[src/rtl/sr_cmd_pkg.sv]
// Shared types and defaults for the SR command generator.
// Holds the FSM state encoding, parameter defaults and a counter-width helper.
package sr_cmd_pkg;

   localparam int DEB_CYC_DEF      = 4;
   localparam int HOLDOFF_CYC_DEF  = 2;
   localparam bit SET_PRIORITY_DEF = 1'b1;

   typedef enum logic [1:0] {
      IDLE,
      SET_PULSE,
      CLR_PULSE,
      HOLDOFF
   } state_t;

   // Width able to hold 0..n, never narrower than one bit.
   function automatic int cnt_width(input int n);
      return (n < 1) ? 1 : $clog2(n + 1);
   endfunction

endpackage

[src/rtl/sr_debounce.sv]
// One request channel: 2-flop synchronizer, stability counter and
// a registered pulse on each rising edge of the debounced level.
module sr_debounce
   import sr_cmd_pkg::*;
#(
   parameter int DEB_CYC = DEB_CYC_DEF
)
(
   input  logic clk,
   input  logic rst,
   input  logic req_async,
   output logic rise
);

   localparam int            CW       = cnt_width(DEB_CYC);
   localparam logic [CW-1:0] CNT_LAST = CW'(DEB_CYC - 1);

   logic [1:0]    sync_ff;
   logic [CW-1:0] cnt;
   logic          deb_lvl;

   always_ff @(posedge clk or posedge rst) begin
      if (rst) begin
         sync_ff <= '0;
      end else begin
         sync_ff <= {sync_ff[0], req_async};
      end
   end

   // The level flips once the synchronized input has disagreed with it for DEB_CYC edges.
   always_ff @(posedge clk or posedge rst) begin
      if (rst) begin
         cnt     <= '0;
         deb_lvl <= 1'b0;
         rise    <= 1'b0;
      end else begin
         rise <= 1'b0;
         if (sync_ff[1] == deb_lvl) begin
            cnt <= '0;
         end else if (cnt == CNT_LAST) begin
            cnt     <= '0;
            deb_lvl <= ~deb_lvl;
            rise    <= ~deb_lvl;
         end else begin
            cnt <= cnt + CW'(1);
         end
      end
   end

endmodule

[src/rtl/sr_cmd_gen.sv]
// Turns debounced set/clear requests into one-cycle S/R pulses for a
// downstream SR flip-flop, with arbitration, pending flags and holdoff.
module sr_cmd_gen
   import sr_cmd_pkg::*;
#(
   parameter int DEB_CYC      = DEB_CYC_DEF,
   parameter int HOLDOFF_CYC  = HOLDOFF_CYC_DEF,
   parameter bit SET_PRIORITY = SET_PRIORITY_DEF
)
(
   input  logic clk,
   input  logic rst,
   input  logic set_req_async,
   input  logic clr_req_async,
   output logic s_out,
   output logic r_out,
   output logic busy,
   output logic conflict
);

   localparam int            HW          = cnt_width(HOLDOFF_CYC);
   localparam logic [HW-1:0] HOLD_LAST   = HW'((HOLDOFF_CYC > 0) ? HOLDOFF_CYC - 1 : 0);
   localparam state_t        AFTER_PULSE = (HOLDOFF_CYC > 0) ? HOLDOFF : IDLE;

   state_t        state;
   logic          set_ev;
   logic          clr_ev;
   logic          set_pend;
   logic          clr_pend;
   logic [HW-1:0] hold_cnt;
   logic          set_any;
   logic          clr_any;
   logic          take_set;

   sr_debounce #(.DEB_CYC(DEB_CYC)) u_set_deb (
      .clk       (clk),
      .rst       (rst),
      .req_async (set_req_async),
      .rise      (set_ev)
   );

   sr_debounce #(.DEB_CYC(DEB_CYC)) u_clr_deb (
      .clk       (clk),
      .rst       (rst),
      .req_async (clr_req_async),
      .rise      (clr_ev)
   );

   assign set_any  = set_ev | set_pend;
   assign clr_any  = clr_ev | clr_pend;
   assign take_set = set_any & (~clr_any | SET_PRIORITY);

   // Outputs are decided on the transition so they are plain flops, never decoded from state.
   always_ff @(posedge clk or posedge rst) begin
      if (rst) begin
         state    <= IDLE;
         set_pend <= 1'b0;
         clr_pend <= 1'b0;
         hold_cnt <= '0;
         s_out    <= 1'b0;
         r_out    <= 1'b0;
         busy     <= 1'b0;
         conflict <= 1'b0;
      end else begin
         s_out    <= 1'b0;
         r_out    <= 1'b0;
         conflict <= 1'b0;
         if (state != IDLE) begin
            set_pend <= set_pend | set_ev;
            clr_pend <= clr_pend | clr_ev;
         end
         case (state)
            IDLE: begin
               if (set_any | clr_any) begin
                  set_pend <= 1'b0;
                  clr_pend <= 1'b0;
                  conflict <= set_any & clr_any;
                  busy     <= 1'b1;
                  if (take_set) begin
                     state <= SET_PULSE;
                     s_out <= 1'b1;
                  end else begin
                     state <= CLR_PULSE;
                     r_out <= 1'b1;
                  end
               end
            end
            SET_PULSE, CLR_PULSE: begin
               state    <= AFTER_PULSE;
               hold_cnt <= '0;
               busy     <= (HOLDOFF_CYC > 0);
            end
            HOLDOFF: begin
               if (hold_cnt == HOLD_LAST) begin
                  state <= IDLE;
                  busy  <= 1'b0;
               end else begin
                  hold_cnt <= hold_cnt + HW'(1);
               end
            end
            default: begin
               state <= IDLE;
               busy  <= 1'b0;
            end
         endcase
      end
   end

endmodule

[config.mk]
export PLATFORM = sky130hd
export DESIGN_NAME = sr_cmd_gen
export DESIGN_NICKNAME = d
export VERILOG_FILES = /design/src/rtl/sr_cmd_pkg.sv /design/src/rtl/sr_debounce.sv /design/src/rtl/sr_cmd_gen.sv
export SDC_FILE = /design/constraint.sdc
export NUM_CORES = 1
export LEC_CHECK = 0
export CORE_MARGIN = 10
export CORE_UTILIZATION = 54
export DETAILED_ROUTE_END_ITERATION = 12
export GPL_TIMING_DRIVEN = 0
export PLACE_DENSITY_LB_ADDON = 0.08
export SYNTH_ARGS = -nofsm -noshare
export SYNTH_HDL_FRONTEND = slang
export SYNTH_SLANG_ARGS = --single-unit
[constraint.sdc]
create_clock -name clk -period 1.8 [get_ports clk]
set_input_delay 0.45 -clock clk [delete_from_list [all_inputs] [get_ports clk]]
set_output_delay 0.45 -clock clk [all_outputs]
set_load 0.03 [all_outputs]
# After elaboration in Yosys (flattened, before gate mapping)
# Index checks and enable logic that the tools add are counted.
[op_classes]
addsub = 3
eq_ne = 11
mux = 31
bitwise = 8
n_reduce_logical = 8
[ops]
columns = ["cell", "n"]
rows = [
  ["1-bit 2-to-1 mux", 20],
  ["3-bit 2-to-1 mux", 4],
  ["2-bit 2-to-1 mux", 4],
  ["2-bit AND reduction", 4],
  ["3-bit by 1-bit adder with 3-bit output, second input constant", 2],
  ["3-bit by 2-bit == test with 1-bit output, second input constant", 2],
  ["2-bit != test, second input constant", 3],
  ["2-bit one-hot mux with 3 select lines", 1],
  ["2-bit by 1-bit == test with 1-bit output, second input constant", 2],
  ["2-bit == test, second input constant", 2],
  ["1-bit NOT", 4],
  ["2-bit one-hot mux with 2 select lines", 1],
  ["2-bit nonzero test", 2],
  ["1-bit bitwise OR", 3],
  ["1-bit one-hot mux with 3 select lines", 1],
  ["2-bit by 1-bit adder with 2-bit output, second input constant", 1],
  ["1-bit == test", 2],
  ["2-bit logical NOT", 1],
  ["2-bit OR reduction", 1],
  ["1-bit bitwise AND", 1],
]
[word_totals]
ff_bits = 24
inputBits = 4
output_inout_bits = 4
elab_cells = 77

# Depth between registers and ports, before layout
[depth]
ltp_word = 4
mapped_depth = 5
depth_no_buf = 5

# By module
# From an unflattened synthesis, not the netlist that was laid out.
[unflattened]
cells_unflattened = 80
area_unflattened_um2 = 1034.7
[modules_own_cells]
columns = ["module", "instances", "cells_each", "area_per_inst_um2", "seq_area_each_um2"]
rows = [
  ["sr_debounce", 2, 16, 260.2, 175.2],
  ["sr_cmd_gen", 1, 48, 514.2, 250.2],
]

# Least setup slack after synthesis
# Ideal clock, no wire load.
[synth_timing]
path_type = "reg2reg"
from = "register hold_cnt[1]"
to = "register state[0]"
setup_time_ps = 125
t_arrival_ps = 1222
required_ps = 1675
path_slack_ps = 453
stages_incl_launch_ff = 6
n_path_buf = 0
period_less_slack_ps = 1347
cell_sequence = "dfrtp_1 -> inv_1 -> ha_1 -> clkinv_1 -> a32oi_4 -> mux2_4"
[synth_between]
elab_chain_cells = 3
[synth_lines]
columns = ["element", "line_no", "rtl"]
rows = [
  ["start: declaration", "sr_cmd_gen.sv:30", "logic [HW-1:0] hold_cnt;"],
  ["start signal: assignment", "sr_cmd_gen.sv:98", "hold_cnt <= hold_cnt + HW'(1);"],
  ["2-bit by 1-bit == test with 1-bit output", "sr_cmd_gen.sv:94", "if (hold_cnt == HOLD_LAST) begin"],
  ["2-bit != test (no source line)", "n/a", ""],
  ["2-bit AND reduction (no source line)", "n/a", ""],
  ["end signal: assignment", "sr_cmd_gen.sv:89", "state <= AFTER_PULSE;"],
  ["end signal: assignment", "sr_cmd_gen.sv:95", "state <= IDLE;"],
  ["end signal: assignment", "sr_cmd_gen.sv:102", "state <= IDLE;"],
  ["end: declaration", "sr_cmd_gen.sv:25", "state_t state;"],
]
# No other way between the ends.
# A chain may end at the register's enable or synchronous reset.

# Final worst setup path
[layout_timing]
from = "register busy"
to = "output busy"
[layout_lines]
columns = ["element", "line_no", "rtl"]
rows = [
  ["start: declaration", "sr_cmd_gen.sv:17", "output logic busy,"],
  ["start signal: assignment", "sr_cmd_gen.sv:91", "busy <= (HOLDOFF_CYC > 0);"],
]
# No word-level cell between the ends.

==> results.sh <==
export IMPL_grt_usage=0.08083
export IMPL_synth_edf_count=0
export IMPL_wl_mm=1.434
export IMPL_synth_top_family_by_area="simple AND/OR/NAND/NOR gates"
export IMPL_grt_setup_unrepaired="false"
export IMPL_skew_ns=0.007556
export IMPL_final_cell_mix="dfrtp_1 (24), inv_1 (7), ha_1 (6)"
export IMPL_timing_fmax_mhz=654.3
export IMPL_sequentialPowerShare=0.407
export IMPL_r2r_start="hold_cnt[1]"
export IMPL_end_kind="primary output"
export IMPL_hpwl_mm=1.060
export IMPL_remaining_drc_errors=0
export IMPL_cp_cell_sequence="dlygate4sd2_1"
export IMPL_place_congestion=0.7138
export IMPL_synth_fa_ha_area_frac=0.07528
export IMPL_clock_latency_ns=0.31
export IMPL_path_class="register to primary output"
export IMPL_tightest_slew_ns=0.8474
export IMPL_p_leak_nw=0.5924
export IMPL_fin_crit_sh=0.8490
export IMPL_nNetsFinal=98
export IMPL_p_clk_frac=0.199
export IMPL_crit_end="busy"
export IMPL_worst_path_stages=1
export IMPL_synth_net_count=86
export IMPL_fillers=133
export IMPL_grt_pass1_vias=605
export IMPL_grt_overflow=0
export IMPL_critical_path_max_stage_delay_ns=0.41
export IMPL_drv_slew=0
export IMPL_start_util=0.5713
export IMPL_slowest_stage="dlygate4sd2_1"
export IMPL_synth_ff_type="dfrtp_1"
export IMPL_drtPass1Iterations=4
export IMPL_synth_compound_area_frac=0.07528
export IMPL_regArea_um2=600.6
export IMPL_vdd_drop_max_v=0.001052
export IMPL_vias=565
export IMPL_netlist_instances=76
export IMPL_synth_simple_area_share=0.1330
export IMPL_yosysWarnings=0
export IMPL_hold_class="register to register"
export IMPL_path_buf_inv=1
export IMPL_wire_per_inst_um=12.80
export IMPL_p_int_w=0.001268
export IMPL_power_switching_w=0.0006437
export IMPL_tns_ns=0
export IMPL_slew_headroom=0.4345
export IMPL_multi_input_comb_area_um2=366.6
export IMPL_power_density_nw_per_um2=1657
export IMPL_clock_path_buffers=2
export IMPL_drive_gt1_frac=0.1149
export IMPL_crit_start="busy"
export IMPL_post_place_ws_ns=0.2385
export IMPL_synth_mux_area_frac=0.05772
export IMPL_cts_buffers=3
export IMPL_max_cap_viol_count=0
export IMPL_area_growth_pct=15.68
export IMPL_setup_viol=0
export IMPL_pin_count=8
export IMPL_worstSetupStartpointType="register"
export IMPL_grt_max_degree=25
export IMPL_portBuffers=7
export IMPL_ys_seq_elements=24
export IMPL_cts_max_level=1
export IMPL_ff2ff_path_depth=5
export IMPL_clock_sinks=24
export IMPL_yosys_area_share_xor_xnor=0.02635
export IMPL_grt_pass1_wl_mm=2.642
export IMPL_worst_path_dominant_cell_family="buffers and inverters"
export IMPL_async_reset_ff_frac=1.000
export IMPL_die_area_um2=3965
export IMPL_p_comb_frac=0.394
export IMPL_timing_rr_end="state[0]"
export IMPL_die_x_um=62.97
export IMPL_arrival_ns=1.08
export IMPL_ys_types=23
export IMPL_swShare=0.3368
export IMPL_die_y_um=62.97
export IMPL_initialDrtViolationCount=6
export IMPL_cts_tree="built"
export IMPL_postRouteAntennaNets=0
export IMPL_clk_pin_slew_ns=0.13
export IMPL_root_buffer="clkbuf_4"
export IMPL_hold_violations=0
export IMPL_grt_antenna_before_repair=0
export IMPL_avgSynthCellArea_um2=13.12
export IMPL_worstPathRequired_ns=1.35
export IMPL_path_max_fanout=2
export IMPL_setup_slack_ns=0.2717
export IMPL_num_rows=15
export IMPL_syn_area_um2=997.2
export IMPL_vias_per_cell=5.045
export IMPL_core_area_um2=1745
export IMPL_synth_seq_area_share=0.6023
export IMPL_min_period_ns=1.528
export IMPL_r2r_setup_slack_ns=0.36
export IMPL_antenna_cells=0
export IMPL_status="finished clean"
export IMPL_mostFrequentLayoutCell="dfrtp_1"
## power groups by stage
stage / combinational [W] / clock, W / sequential (W)
4_1_cts: 0.000763 / 0.000394 / 0.000779
2_1_floorplan: 0.000593 / 0 / 0.000804
3_3_place_gp: 0.000751 / 0 / 0.000781
6_report: 0.000754 / 0.000380 / 0.000778
3_5_place_dp: 0.000764 / 0 / 0.000791
5_1_grt: 0.000855 / 0.000415 / 0.000796
## stage by stage
step / hold WS, ns / total power [W] / cell area, um^2 / util / std cells
6_report: 0.3640 / 0.001911 / 1154 / 0.6609 / 112
5_1_grt: 0.3913 / 0.002066 / 1154 / 0.6609 / 112
4_1_cts: 0.3657 / 0.001936 / 1149 / 0.6581 / 112
3_5_place_dp: 0.3358 / 0.001556 / 1099 / 0.6294 / 108
3_3_place_gp: 0.3312 / 0.001531 / 1099 / 0.6294 / 108
2_1_floorplan: 0.3312 / 0.001397 / 997.2 / - / 76
## how the worst min path moves through the flow
stage	cells past startpoint	endpoint	slack, ns	startpoint
after floorplan	0	u_clr_deb.sync_ff[1]	0.33	u_clr_deb.sync_ff[0]
after global placement	0	u_clr_deb.sync_ff[1]	0.33	u_clr_deb.sync_ff[0]
after detailed placement	0	u_set_deb.sync_ff[1]	0.34	u_set_deb.sync_ff[0]
after CTS	0	u_set_deb.sync_ff[1]	0.37	u_set_deb.sync_ff[0]
after global routing	0	u_set_deb.sync_ff[1]	0.39	u_set_deb.sync_ff[0]
final	0	u_set_deb.sync_ff[1]	0.36	u_set_deb.sync_ff[0]
## cell type report
cell class,count,share of cell area
clock buffers,3,0.01952
clock inverters,1,0.02603
inverters,8,0.02603
multi-input cells,44,0.3178
flip-flops and latches,24,0.5206
well taps,25,0.02711
repair buffers,7,0.06291
## cells in the mapped netlist, drive strengths merged, types with 2 or more instances
library cell / n / area share
nor2: 7 / 0.041
xnor2: 3 / 0.026
mux2i: 2 / 0.020
dfrtp: 24 / 0.60
nor3b: 2 / 0.015
nor2b: 4 / 0.025
o22ai: 2 / 0.013
and3b: 2 / 0.018
nor3: 3 / 0.015
ha: 6 / 0.075
inv: 7 / 0.026
a21oi: 3 / 0.015
mux2: 3 / 0.038
## repair_timing
item	CTS	global route
hold buffers	0	0
setup endpoints to repair	2	2
setup buffers	0	0
resized for setup	2	2
## registers in the layout (all words and copies together) (netlist names)
signal,flops
u_set_deb.rise,1
hold_cnt,2
u_clr_deb.sync_ff,2
u_set_deb.deb_lvl,1
u_clr_deb.deb_lvl,1
u_set_deb.cnt,3
s_out,1
conflict,1
u_set_deb.sync_ff,2
u_clr_deb.rise,1
clr_pend,1
u_clr_deb.cnt,3
state,2
busy,1
set_pend,1
r_out,1
## cells by family after synthesis
logic type               count (synthesis)
adder cells (fa/ha/maj)                  6
AND/OR/NAND/NOR                         21
multiplexers                             5
buffers and inverters                    8
flip-flops                              24
AO/OA/AOI/OAI                            9
XOR/XNOR                                 3
## metal layers
| layer | track usage | up-vias | part of all wire |
|---|---|---|---|
| met3 | 0.02867 | 2 | 0.040 |
| met2 | 0.1332 | 7 | 0.49 |
| li1 | - | 282 | - |
| met4 | 0.03352 | 0 | 0.0091 |
| met1 | 0.09186 | 274 | 0.46 |
| met5 | 0 | - | 0 |
(Power assumes the default switching activity.)
